$ cat src/rtl/uart_tx_arbiter_pkg.sv
// Shared definitions for the UART transmit arbiter and its round-robin picker.
package uart_tx_arbiter_pkg;

    // Default payload width of the UART transmitter.
    localparam int unsigned ARB_DATA_WIDTH = 8;

    // Default number of requesters sharing the transmitter.
    localparam int unsigned ARB_NUM_REQ = 2;

    // Arbiter FSM: IDLE waits for a request, LOCKED owns the transmitter
    // until the granted requester completes a byte marked last.
    typedef enum logic {
        ARB_IDLE   = 1'b0,
        ARB_LOCKED = 1'b1
    } arb_state_t;

    // Width of a requester index; never less than one bit.
    function automatic int unsigned ptr_width(input int unsigned n);
        return (n > 1) ? $clog2(n) : 1;
    endfunction

endpackage

$ cat src/rtl/uart_tx_arbiter_rr_picker.sv
// Combinational round-robin priority encoder: the winner is the first
// requesting index found scanning upward from ptr+1 with wrap-around.
module rr_picker
    import uart_tx_arbiter_pkg::*;
#(
    parameter int unsigned NUM_REQ = ARB_NUM_REQ,
    parameter int unsigned PTR_W   = ptr_width(NUM_REQ)
) (
    input  logic [NUM_REQ-1:0] req,
    input  logic [PTR_W-1:0]   ptr,
    output logic [NUM_REQ-1:0] winner,
    output logic [PTR_W-1:0]   winner_idx,
    output logic               any
);

    int unsigned slot;

    // Walk priority slots 1..NUM_REQ after ptr; ptr+k is wrapped by one
    // conditional subtract since ptr < NUM_REQ and k <= NUM_REQ.
    always_comb begin
        winner     = '0;
        winner_idx = '0;
        any        = 1'b0;
        slot       = 0;
        for (int unsigned k = 1; k <= NUM_REQ; k++) begin
            slot = 32'(ptr) + k;
            if (slot >= NUM_REQ) begin
                slot = slot - NUM_REQ;
            end
            for (int unsigned i = 0; i < NUM_REQ; i++) begin
                if (!any && req[i] && (slot == i)) begin
                    any        = 1'b1;
                    winner[i]  = 1'b1;
                    winner_idx = PTR_W'(i);
                end
            end
        end
    end

endmodule

$ cat src/rtl/uart_tx_arbiter.sv
// Message-granular round-robin arbiter sharing one UART transmitter
// between NUM_REQ byte-stream requesters over ready/valid.
module uart_tx_arbiter
    import uart_tx_arbiter_pkg::*;
#(
    parameter int unsigned NUM_REQ    = ARB_NUM_REQ,
    parameter int unsigned DATA_WIDTH = ARB_DATA_WIDTH
) (
    input  logic                          clk,
    input  logic                          rst,
    input  logic [NUM_REQ*DATA_WIDTH-1:0] req_data,
    input  logic [NUM_REQ-1:0]            req_valid,
    input  logic [NUM_REQ-1:0]            req_last,
    output logic [NUM_REQ-1:0]            req_ready,
    output logic [DATA_WIDTH-1:0]         tx_data,
    output logic                          tx_valid,
    input  logic                          tx_ready,
    output logic [NUM_REQ-1:0]            grant,
    output logic                          busy
);

    localparam int unsigned        PTR_W     = ptr_width(NUM_REQ);
    localparam logic [PTR_W-1:0]   PTR_RESET = PTR_W'(NUM_REQ - 1);

    arb_state_t           state, state_nxt;
    logic [NUM_REQ-1:0]   grant_q, grant_nxt;
    logic [PTR_W-1:0]     gidx_q, gidx_nxt;
    logic [PTR_W-1:0]     ptr_q, ptr_nxt;

    logic [NUM_REQ-1:0]   pick_onehot;
    logic [PTR_W-1:0]     pick_idx;
    logic                 pick_any;

    logic                 sel_last;
    logic                 handshake;

    rr_picker #(
        .NUM_REQ (NUM_REQ),
        .PTR_W   (PTR_W)
    ) u_picker (
        .req        (req_valid),
        .ptr        (ptr_q),
        .winner     (pick_onehot),
        .winner_idx (pick_idx),
        .any        (pick_any)
    );

    // State, grant and round-robin pointer registers; reset puts the pointer
    // on the last requester so requester 0 has first priority.
    always_ff @(posedge clk or negedge rst) begin
        if (!rst) begin
            state   <= ARB_IDLE;
            grant_q <= '0;
            gidx_q  <= '0;
            ptr_q   <= PTR_RESET;
        end else begin
            state   <= state_nxt;
            grant_q <= grant_nxt;
            gidx_q  <= gidx_nxt;
            ptr_q   <= ptr_nxt;
        end
    end

    // Output mux steered by the one-hot grant; an all-zero grant (IDLE or
    // reset) drives zero data, no valid and no ready.
    always_comb begin
        tx_data  = '0;
        tx_valid = 1'b0;
        sel_last = 1'b0;
        for (int unsigned i = 0; i < NUM_REQ; i++) begin
            if (grant_q[i]) begin
                tx_data  = req_data[i*DATA_WIDTH +: DATA_WIDTH];
                tx_valid = req_valid[i];
                sel_last = req_last[i];
            end
        end
        req_ready = grant_q & {NUM_REQ{tx_ready}};
        handshake = tx_valid & tx_ready;
    end

    // Next-state logic: arbitrate in IDLE, hold the grant in LOCKED until
    // the owner's last byte is accepted, then record it as the last winner.
    always_comb begin
        state_nxt = state;
        grant_nxt = grant_q;
        gidx_nxt  = gidx_q;
        ptr_nxt   = ptr_q;
        case (state)
            ARB_IDLE: begin
                if (pick_any) begin
                    state_nxt = ARB_LOCKED;
                    grant_nxt = pick_onehot;
                    gidx_nxt  = pick_idx;
                end
            end
            ARB_LOCKED: begin
                if (handshake && sel_last) begin
                    state_nxt = ARB_IDLE;
                    grant_nxt = '0;
                    ptr_nxt   = gidx_q;
                end
            end
            default: begin
                state_nxt = ARB_IDLE;
                grant_nxt = '0;
            end
        endcase
    end

    assign grant = grant_q;
    assign busy  = (state == ARB_LOCKED);

endmodule
$ cat config.mk
export PLATFORM = sky130hd
export DESIGN_NAME = uart_tx_arbiter
export DESIGN_NICKNAME = d
export VERILOG_FILES = /design/src/rtl/uart_tx_arbiter_pkg.sv /design/src/rtl/uart_tx_arbiter_rr_picker.sv /design/src/rtl/uart_tx_arbiter.sv
export SDC_FILE = /design/constraint.sdc
export NUM_CORES = 1
export LEC_CHECK = 0
export CELL_PAD_IN_SITES_DETAIL_PLACEMENT = 2
export CELL_PAD_IN_SITES_GLOBAL_PLACEMENT = 2
export CORE_ASPECT_RATIO = 0.75
export CORE_MARGIN = 2
export CORE_UTILIZATION = 12
export DETAILED_ROUTE_END_ITERATION = 8
export PLACE_DENSITY_LB_ADDON = 0.25
export SYNTH_ARGS = -nofsm -noshare
export SYNTH_HDL_FRONTEND = slang
export SYNTH_SLANG_ARGS = --single-unit
$ cat constraint.sdc
create_clock -name clk -period 1.6 [get_ports clk]
set_clock_uncertainty 0.2 [all_clocks]
set_input_delay 0.32 -clock clk [delete_from_list [all_inputs] [get_ports clk]]
set_output_delay 0.32 -clock clk [all_outputs]
set_load 0.05 [all_outputs]
=== Word-level counts from Yosys, hierarchy flattened ===
Index checks and enable logic that the tools add are counted.
W data, S select, Z words.

* Register bits: 5
* Input port bits: 23
* Output and inout bits: 14
* Logic and storage cells: 56

* Add/sub/neg operators: 4
* Order comparisons: 2
* Equality and inequality tests: 4
* Mux-type cells: 23
* Bitwise gates (word level): 3
* Reductions and logical operators: 16

{| class="wikitable"
|+ Operators by type and width
! operator !! number
|-
| $eq A32 B1 Y1 const B || 2
|-
| $ge A32 B2 Y1 const B || 2
|-
| $logic_not A32 Y1 || 2
|-
| $mux W32 || 2
|-
| $sub A32 B2 Y32 const B || 2
|-
| $mux W8 || 2
|-
| $mux W1 || 15
|-
| $logic_and A1 B1 Y1 || 8
|-
| $reduce_and A2 Y1 || 3
|-
| $mux W2 || 2
|-
| $pmux W2 S2 || 1
|-
| $add A1 B2 Y3 const B || 1
|-
| $logic_not A1 Y1 || 3
|-
| $add A1 B1 Y2 const B || 1
|-
| $and A2 B2 Y2 || 1
|-
| $ne A2 B1 Y1 const B || 1
|-
| $ne A2 B2 Y1 const B || 1
|-
| $pmux W1 S2 || 1
|-
| $and A1 B1 Y1 || 1
|-
| $not A1 Y1 || 1
|}

=== Logic depth before layout (Yosys ltp) ===
Gate-level depths: netlist of run 1.

* Depth in word-level cells: 20
* Gate-level depth with buffers: 3
* Mapped depth without buffers: 3

=== Cells and area by module ===
A second synthesis of run 1 with hierarchy kept.

* Cells, all modules: 44
* Area, all modules: 372.9 um2

{| class="wikitable"
|+ By module, submodules not included
! module !! times used !! cells each !! area each (um2) !! seq. area each (um2)
|-
| uart_tx_arbiter || 1 || 39 || 340.3 || 126.4
|-
| rr_picker || 1 || 5 || 32.5 || 0.0
|}

=== Worst setup path after synthesis of run 1 ===
OpenSTA, ideal clock, no wires.

* Path kind: register to output
* From: register grant_q[1] (netlist: grant[1])
* To: output port tx_data[0]
* Arrival: 1966 ps
* Data required time: 1080 ps
* Path slack: -886 ps
* Stages on the path, launching flop included: 3
* Path buffers: 1
* Cell sequence: dfrtp_1 buf_2 o21ai_0

* Word-level cells in the longest chain between the ends: 1

{| class="wikitable"
|+ RTL lines
! item !! RTL line !! text
|-
| start, declared || uart_tx_arbiter.sv:26 || <nowiki>logic [NUM_REQ-1:0] grant_q, grant_nxt;</nowiki>
|-
| start signal, assigned || uart_tx_arbiter.sv:58 || <nowiki>grant_q <= grant_nxt;</nowiki>
|-
| $mux W8 || uart_tx_arbiter.sv:71 || <nowiki>if (grant_q[i]) begin</nowiki>
|-
| end, declared || uart_tx_arbiter.sv:15 || <nowiki>output logic [DATA_WIDTH-1:0] tx_data,</nowiki>
|}

No other way between the ends.

=== Final worst setup path of run 1 ===
* From: register grant_q[1] (netlist: grant[1])
* To: output port tx_data[2]

Same word-level chain as after synthesis.

==> results.txt, run 1 <==
----------------------------------------------------
[Outcome]
  Outcome ... finished, violations left
  Failing checks ... setup timing

[Synth]
  Count of warnings emitted by yosys ... 0
  Biggest area consumer among synthesized cells ... sky130_fd_sc_hd__dfrtp_1
  Avg Inst Size Synth ... 8.57 um^2
  Count of flip-flops with a built-in enable after synthesis ... 0
  Gate Count Post-Synth ... 40
  Main area contributors after synthesis ... sky130_fd_sc_hd__dfrtp_1 29%, sky130_fd_sc_hd__a22o_1 18%, sky130_fd_sc_hd__dfstp_2 7.7%
  Synth Cell Area ... 343 um^2
  Post-synth top cells ... 7 x sky130_fd_sc_hd__a22o_1, 5 x sky130_fd_sc_hd__nand2_1, 4 x sky130_fd_sc_hd__dfrtp_1, 4 x sky130_fd_sc_hd__nor2_1, 3 x sky130_fd_sc_hd__nor2b_1
  Fraction of synthesized cell area taken by the top area cell type ... 29.2%
  Count of different cell masters after synthesis ... 18
  Number of register bits inferred by synthesis ... 5
  Portion of the post-synthesis area used by sequential elements ... 36.9%
  Cell with the most instances after synthesis ... sky130_fd_sc_hd__a22o_1
  Synthesized Nets ... 63
  Synth async-reset ratio ... 100%
  Flip-flop cell with the highest count after synthesis ... sky130_fd_sc_hd__dfrtp_1

[Global route]
  Aggregate global routing overflow ... 0
  Maximum number of pins on one net before global-route repair ... 17
  Number of antenna violations at the first check in global routing ... 0
  Overall Global Routing Usage ... 11.8%
  Wire length of the first global-routing pass ... 2.86 mm
  Via count of the first global-routing pass ... 555

[Pwr]
  Switching Fraction ... 43.8%
  Worst ir drop on vdd ... 0.729 mV
  Clock network power share ... 11.7%
  Net Sw Power ... 869 uW
  Comb power frac ... 76.6%
  Part of the total power dissipated in sequential elements ... 11.7%
  Leak Pwr ... 0.443 nW
  Internal power consumption ... 1.12 mW
  Power density over the cells ... 1850 nW/um^2

[Setup path]
  Capturing element type of the critical path ... output port
  Critical R2R Launch ... grant[1]
  Capture instance of the worst register-to-register path ... ptr_q
  Required @ worst endpoint ... 1080 ps
  Flop-to-flop setup slack ... -40 ps
  Worst path arrival time ... 1230 ps
  Startpoint type of the worst setup path ... flop
  Largest fanout on the critical path ... 16
  Critical path start-end classification ... flop to output port
  Worst reg-to-reg path cell count ... 4

[Placement]
  RD Place Congestion ... 0.713
  Pre-CTS setup slack ... -297 ps
  Placed cell count ... 115
  Number of buffers inserted by port buffering ... 36
  HPWL after detailed placement ... 1.49 mm
  Placed cell areas ... 1000 um^2

[Layout]
  Area of all placed cells without fillers ... 1070 um^2
  Number of nets in the layout ... 107
  Area overhead of the layout relative to synthesis ... 212%
  Layout fillers ... 273
  Count of placed standard cells in the final layout, fillers left out ... 119
  Layout cells sized above 1 ... 47.0%
  Antenna diode count ... 0

[Drt]
  Vias post-DR ... 479
  # DRC ... 0
  Violation count after the first detailed-route iteration ... 5
  Via/cell ratio ... 4.03
  Routed wire per std cell ... 14.7 um
  Router iterations before antenna repair ... 3
  Remaining number of nets flagged by the antenna check after routing ... 0
  Sum of routed wire length over all layers ... 1.76 mm

[Timing]
  Final max-slew violation count ... 0
  Worst hold slack after final layout ... 124 ps
  Number of failing setup endpoints in the final timing report ... 11
  Number of endpoints with negative hold slack in the final report ... 0
  Pin slew with the least headroom to its limit ... 277 ps
  Highest clock frequency the design can meet ... 0.570 GHz
  Setup repair after global routing missed its margin ... true
  Period minus WS final ... 1750 ps
  Slew Limit Headroom ... 81.5%
  Worst Setup Slack, final ... -154 ps
  Post-route clock period utilization ... 110%

[Floorplanning]
  Die W ... 65.7 um
  Floorplan die height ... 50.3 um
  CORE AREA ... 2660 um^2
  Total die area ... 3310 um^2
  I/O pin count ... 37
  Std-Cell Rows ... 16
  Starting density of the core ... 12.9%

[Clock network]
  Number of buffers created by CTS ... 3
  Setup fix buffers added after clock tree synthesis ... 0
  Number of clock sinks ... 5
  Clock tree from TritonCTS ... built
  Clock Tree Buf Depth ... 2
  Clock latency on the worst-skew pair ... 220 ps
  Max H-tree Level ... 1
  Clock input transition at the sequential cells of the worst setup and hold paths ... 40 ps
  Root Buffer ... sky130_fd_sc_hd__clkbuf_8

[Worst hold path]
  Type of the worst min-delay path ... primary input to async pin

[Run]
  Max-cap violations ... 0

----------------------------------------------------
## cell usage in the layout, fill, tap and decap left out, types with 2 or more instances in the layout
master	synthesis	routed
sky130_fd_sc_hd__o21ai_4	0	2
sky130_fd_sc_hd__nand3_1	2	2
sky130_fd_sc_hd__dfrtp_1	4	2
sky130_fd_sc_hd__clkbuf_8	0	3
sky130_fd_sc_hd__a22o_4	0	7
sky130_fd_sc_hd__clkdlybuf4s50_1	0	19
sky130_fd_sc_hd__and2_4	0	2
sky130_fd_sc_hd__buf_12	0	14
sky130_fd_sc_hd__buf_4	0	3
sky130_fd_sc_hd__nand2_1	5	5
sky130_fd_sc_hd__nor2b_1	3	2
sky130_fd_sc_hd__dfrtp_2	0	2
sky130_fd_sc_hd__nor2_1	4	4
sky130_fd_sc_hd__dlygate4sd2_1	0	3
## layout make-up
class | instances | area [um^2] | share of cell area, %
timing repair buffer | 41 | 546 | 50.9
multi-input combinational | 33 | 307 | 28.6
sequential | 5 | 129 | 12.0
clock buffer | 4 | 45.0 | 4.21
tap | 36 | 45.0 | 4.21
## cell families (layout without fill, tap and decap cells)
family	Yosys count	count (layout)	share of synthesized area, %
AO/OA/AOI/OAI	12	12	27.0
buffers and inverters	2	45	2.92
flip-flops	5	5	36.9
multiplexers	1	1	3.28
AND/OR/NAND/NOR	20	20	29.9
## stage by stage
step / setup TNS [ps] / total power [mW] / utilization (%)
floorplan: -482 / 1.01 / -
global placement: -2890 / 1.68 / 37.7
detailed placement: -3180 / 1.72 / 37.7
CTS: -1410 / 2.00 / 39.9
global route: -1910 / 2.08 / 40.2
finish: -1290 / 1.99 / 40.2
## worst max-delay path: stages, from the launching register on
cell and delay (ps):
sky130_fd_sc_hd__dfrtp_2 430, sky130_fd_sc_hd__buf_8 170, sky130_fd_sc_hd__a22o_4 260, sky130_fd_sc_hd__buf_12 140
## how the worst max path moves through the flow
stage                     cells after the start          to  startpoint
after global placement                        3  tx_data[7]    grant[1]
after detailed placement                      3  tx_data[2]    grant[1]
after floorplan                               3  tx_data[1]    grant[0]
after CTS                                     3  tx_data[2]    grant[1]
after global routing                          3  tx_data[2]    grant[1]
final                                         3  tx_data[2]    grant[1]
## what timing repair did
item,4_1_cts,5_1_grt
pin swaps,0,1
gates resized for setup,8,2
endpoints found under the setup margin,12,13
hold buffers,0,0
## registers in the layout, indices dropped and copies added, names as in the netlist
name and cells:
gidx_q 1, grant 2, ptr_q 1, busy 1
## layer usage
metal / track usage (%) / share of wire [%]
met2: 21.0 / 54
met3: 4.71 / 6.9
met1: 13.3 / 39
met5: 0 / 0
met4: 2.08 / 0
## power by group through the flow
stage          clock (mW)  combinational, mW  sequential [mW]
2_1_floorplan           0              0.696            0.315
3_5_place_dp            0               1.49            0.224
6_report            0.232               1.52            0.233
3_3_place_gp            0               1.47            0.217
5_1_grt             0.250               1.59            0.241
4_1_cts             0.242               1.52            0.231
Power figures use the tool's default switching activity.
==> run 2, diff against run 1 <==
Settings changed: SLEW_MARGIN set to 15.
==> results of run 2 <==
No change in the layout: final DEF, timing and power equal those of run 1.
==> RTL edit 1, RTL diff (settings of run 1) <==
`ARB_DATA_WIDTH`: 8 -> 6.
--- a/src/rtl/uart_tx_arbiter_pkg.sv
+++ b/src/rtl/uart_tx_arbiter_pkg.sv
@@ -3,5 +3,5 @@
 
     // Default payload width of the UART transmitter.
-    localparam int unsigned ARB_DATA_WIDTH = 8;
+    localparam int unsigned ARB_DATA_WIDTH = 6;
 
     // Default number of requesters sharing the transmitter.
Interface: changed (resized req_data and tx_data); port bits go from 37 to 31. The function was not compared with the original's and may differ.
==> RTL edit 1 against run 1 <==
- wire length is 3.4% higher
- critical path type unchanged
- via count grew 0.84%
- first-iteration DRC count decreased by 20%
- highest routed layer is now met4
- die area increased by 0.67%
- the run still ends with setup timing left
- largest power group unchanged
- power is 8.3% lower
- combinational power shrank 12%
- area after synthesis is 0.73% higher
- final area down 3.7%
- sequential share of layout area grew 0.47 points
- sequential cell count unchanged
- setup slack worse by 0.014 ns
==> RTL edit 1: results (changes against run 1) <==
- Placed cell count: 112 (-2.6%)
- Number of global-route vias before repair: 530 (-4.5%)
- Initial DRC count: 4 (-1)
- Critical path's top delay family: flip-flops
- First-pass GRT wire length: 2880 um (+0.49%)
- Finished Layout Cells: 120 (+0.84%)
- Register area share after synthesis: 0.366 (-0.00267)
- Post-synth top cells: a22o_1, nand2_1, dfrtp_1, o21ai_0
- Largest net degree at the start of global routing: 9 (-8)
- VDD IR max: 0.000529 V (-27%)
- Post-synth cell types: 22 (+4)
- Max stage delay on crit path: 0.47 ns (+0.04 ns)
- Post-synthesis net count: 58 (-7.9%)
- Layout cells sized above 1: 0.512 (+0.0420)
- Place WS: -0.329 ns (-0.0316 ns)
- Gr usage total: 0.118 (+0.000387)
- Measured slew at the worst slew-check pin: 0.275 ns (-0.00167 ns)
- Crit-path max FO: 8 (-8)
- Initial DRT Pass Iterations: 4 (+1)
- PostCTS Resize Cnt: 6 (-2)
- PD cells: 1770 nW/um2 (-4.8%)
- Worst-skew pair later-pin latency: 0.22 ns (about the same)
- Area of placed instances: 935 um2 (-7.0%)
- DR vias: 483 (+0.84%)
- Final setup fails: 9 (-2)
- P_leak: 0.000445 uW (+0.61%)
- Post-detail-place hpwl: 1430 um (-3.6%)
- Setup WS post-layout: -0.169 ns (-0.0144 ns)
- Final GP Congestion: 0.784 (+10%)
- I/O Buffers: 30 (-17%)
- Initial antenna violation count: 0 (unchanged)
- Number of synthesized flops with an enable pin: 0 (unchanged)
- Failing checks: setup timing
- Synth Instances: 39 (-2.5%)
- Arr. time, crit path: 1.25 ns (+0.02 ns)
- # nets final: 104 (-2.8%)
- Status: finished, violations left
- Synth top area cells: dfrtp_1, a22o_1, dfstp_2
- Fillers: 290 (+6.2%)
[RTL edit 1: cells by family (layout without fill, tap and decap cells)]
| logic type | Yosys count | after routing | synth area share |
|---|---|---|---|
| AND/OR/NAND/NOR | 15 | 15 | 0.228 |
| flip-flops | 5 | 5 | 0.366 |
| buffers and inverters | 3 | 48 | 0.0326 |
| multiplexers | 1 | 1 | 0.0326 |
| AO/OA/AOI/OAI | 15 | 15 | 0.341 |
[RTL edit 1: layout make-up]
cell class / count / area share
Timing Repair Buffer: 42 / 0.511
Tap cell: 36 / 0.0437
Multi-Input combinational cell: 31 / 0.269
Clock buffer: 4 / 0.0437
Sequential cell: 5 / 0.125
Inverter: 2 / 0.00728
[RTL edit 1: report_power, final]
group          leakage, uW  total [uW]  internal, uW  switching, uW
clock            0.0000228         239           172           67.4
sequential       0.0000548         241           186           55.7
combinational     0.000368        1340           696            645
[RTL edit 1: worst paths after layout]
path | cells past startpoint | end
setup / recovery | 3 | tx_valid
hold / removal | 1 | gidx_q
setup reg to reg | 3 | ptr_q
hold reg to reg | 1 | ptr_q
max in group asynchronous | 1 | ptr_q
min in group clk | 1 | ptr_q
[RTL edit 1: routing by layer]
layer	track usage	up-vias	wire length, um
met2	0.194	4	995
li1	-	235	-
met4	0.0408	0	13
met5	0	-	0
met1	0.160	242	786
met3	0.0135	2	19
[RTL edit 1: per-stage QoR]
stage	TNS [ns]	power, uW	hold slack, ns
after CTS	-1.29	1790	0.136
after global placement	-1.53	1480	0.294
final	-1.30	1820	0.140
after detailed placement	-1.66	1500	0.299
after global routing	-1.62	1900	0.148
after floorplan	-0.491	871	-0.176
==> RTL edit 2, RTL diff (config.mk and constraints of run 1) <==
Made on the original files. Reset style: synchronous (`rst`), changed in one clocked block.
--- a/src/rtl/uart_tx_arbiter.sv
+++ b/src/rtl/uart_tx_arbiter.sv
@@ -48,5 +48,5 @@
     // State, grant and round-robin pointer registers; reset puts the pointer
     // on the last requester so requester 0 has first priority.
-    always_ff @(posedge clk or negedge rst) begin
+    always_ff @(posedge clk) begin
         if (!rst) begin
             state   <= ARB_IDLE;
Formal check against the unedited RTL: differs if rst is asserted again (counterexample within 4 cycles, from zero or initial values and one cycle with rst low); with rst held inactive, the same outputs for 10 cycles.
==> RTL edit 2 against run 1 <==
- the run still ends with setup timing left
- register-to-register slack better by 0.05 ns
- area after synthesis is 2.2% lower
- final area is 9.1% higher
- setup slack worse by 0.021 ns
- worst hold slack better by 0.22 ns
- wire length is 19% higher
- sequential cell count stayed put
- highest routed layer is now met4
Power is not compared: it rests on default switching activity, and its combinational part moved more than twofold at a synthesized area within 25%.
==> RTL edit 2: results (changes against run 1) <==
- XOR/XNOR Fraction of Synth Area: 0 (unchanged)
- Largest net degree at the start of global routing: 9 (-8)
- Routed len/inst: 16.8 um (+14%)
- Root Driver: clkbuf_8
- Worst Hold Class: register to register
- Layout cells sized above 1: 0.500 (+0.0301)
- P_leak: 0.000503 uW
- Failing checks: setup timing
- Initial antenna violation count: 0 (unchanged)
- Setup WS post-layout: -0.176 ns (-0.0211 ns)
- Register area share after synthesis: 0.299 (-0.0701)
- Flip-flop count of the largest register after layout: 2 (unchanged)
- Post-synth top flop: dfxtp_1
- Final setup fails: 10 (-1)
- Num CTS Buffers: 3 (unchanged)
- VDD IR max: 0.000500 V
- Area of placed instances: 1010 um2 (+0.25%)
- Place WS: -0.303 ns (-0.00520 ns)
- Synth Instances: 38 (-5.0%)
- Arr. time, crit path: 1.26 ns (+0.03 ns)
- Mux share of post-synthesis cell area: 0.0299 (-0.00300)
- Synth top area cells: dfxtp_1, a22o_1, nor2b_1
- Initial DRT Pass Iterations: 3 (unchanged)
- Number of global-route vias before repair: 605 (+9.0%)
- Crit-path max FO: 3 (-13)
- Routed WL: 2090 um (+19%)
- R2r setup slk: 0.01 ns (+0.05 ns)
- Status: finished, violations left
- Clk pin slew, worst setup/hold paths: 0.04 ns (about the same)
- DR vias: 522 (+9.0%)
- Reg-to-Reg End: grant[0]
- Final GP Congestion: 0.659 (-7.6%)
- Setup TNS: -1.48 ns (-0.193 ns)
- Measured slew at the worst slew-check pin: 0.365 ns (+0.0879 ns)
- Post-synth cell types: 19 (+1)
- Final core occ: 0.442 (+0.0400)
- Post-synth top cells: a22o_1, dfxtp_1, nor2b_1
- First-pass GRT wire length: 3370 um (+18%)
- CP startpoint: grant[1]
- Crit path to: tx_valid
- Initial DRC count: 15 (+10)
- Fin. Hold Viols: 0 (unchanged)
- # nets final: 112 (+4.7%)
- FF-to-FF path depth: 6 (+2)
- Asr flop ratio synth: 0 (-1.00)
- Post-synthesis compound-gate area fraction: 0.396 (+0.125)
- Fillers: 275 (+0.73%)
- Post-synthesis net count: 61 (-3.2%)
- Post-detail-place hpwl: 1450 um (-2.3%)
- Gr usage total: 0.143 (+0.0251)
-- RTL edit 2: cell types whose count changed in the layout (fill, tap and decap cells not counted), sizes merged, moves of 2 or more --
cell,delta
nand3,-2
dfrtp,-4
nand4,+2
dfxtp,+5
nor2,-2
a22o,+2
buf,+7
nand2,-5
-- RTL edit 2: routing by layer --
layer,up-vias,GRT usage,share of wire
li1,249,-,-
met1,260,0.181,0.43
met2,9,0.244,0.53
met3,4,0.0160,0.022
met4,0,0.0625,0.018
met5,-,0,0
-- RTL edit 2: critical path, stage by stage, from the launching register on --
cell and delay, ns:
dfxtp_4 0.35, buf_12 0.11, and2b_1 0.19, a22o_4 0.23, buf_12 0.14
-- RTL edit 2: repair_timing --
action                     in CTS  in global routing
gates resized for setup        11                  1
setup buffers                   6                  0
hold endpoints to repair        0                  0
pin swaps                       2                  0
setup endpoints to repair      11                 13
cloned                          1                  0
-- RTL edit 2: worst min path at each step --
| stage | from | endpoint | depth (start not counted) | slack [ns] |
|---|---|---|---|---|
| 2_1_floorplan | rst | grant[1] | 1 | 0.24 |
| 3_3_place_gp | gidx_q | ptr_q | 2 | 0.31 |
| 3_5_place_dp | gidx_q | gidx_q | 2 | 0.33 |
| 4_1_cts | gidx_q | gidx_q | 2 | 0.33 |
| 5_1_grt | gidx_q | ptr_q | 2 | 0.38 |
| 6_report | gidx_q | ptr_q | 2 | 0.35 |
-- RTL edit 2: power by group --
group	internal, uW	switching (uW)	leakage (uW)
sequential	132	9.21	0.0000426
combinational	224	176	0.000438
clock	171	64.4	0.0000228
-- RTL edit 2: cell type report --
type	count	share of cell area
inverter	1	0.00321
clock buffer	4	0.0385
multi-input combinational	30	0.270
sequential	5	0.0921
tap	36	0.0385
timing repair buffer	48	0.558
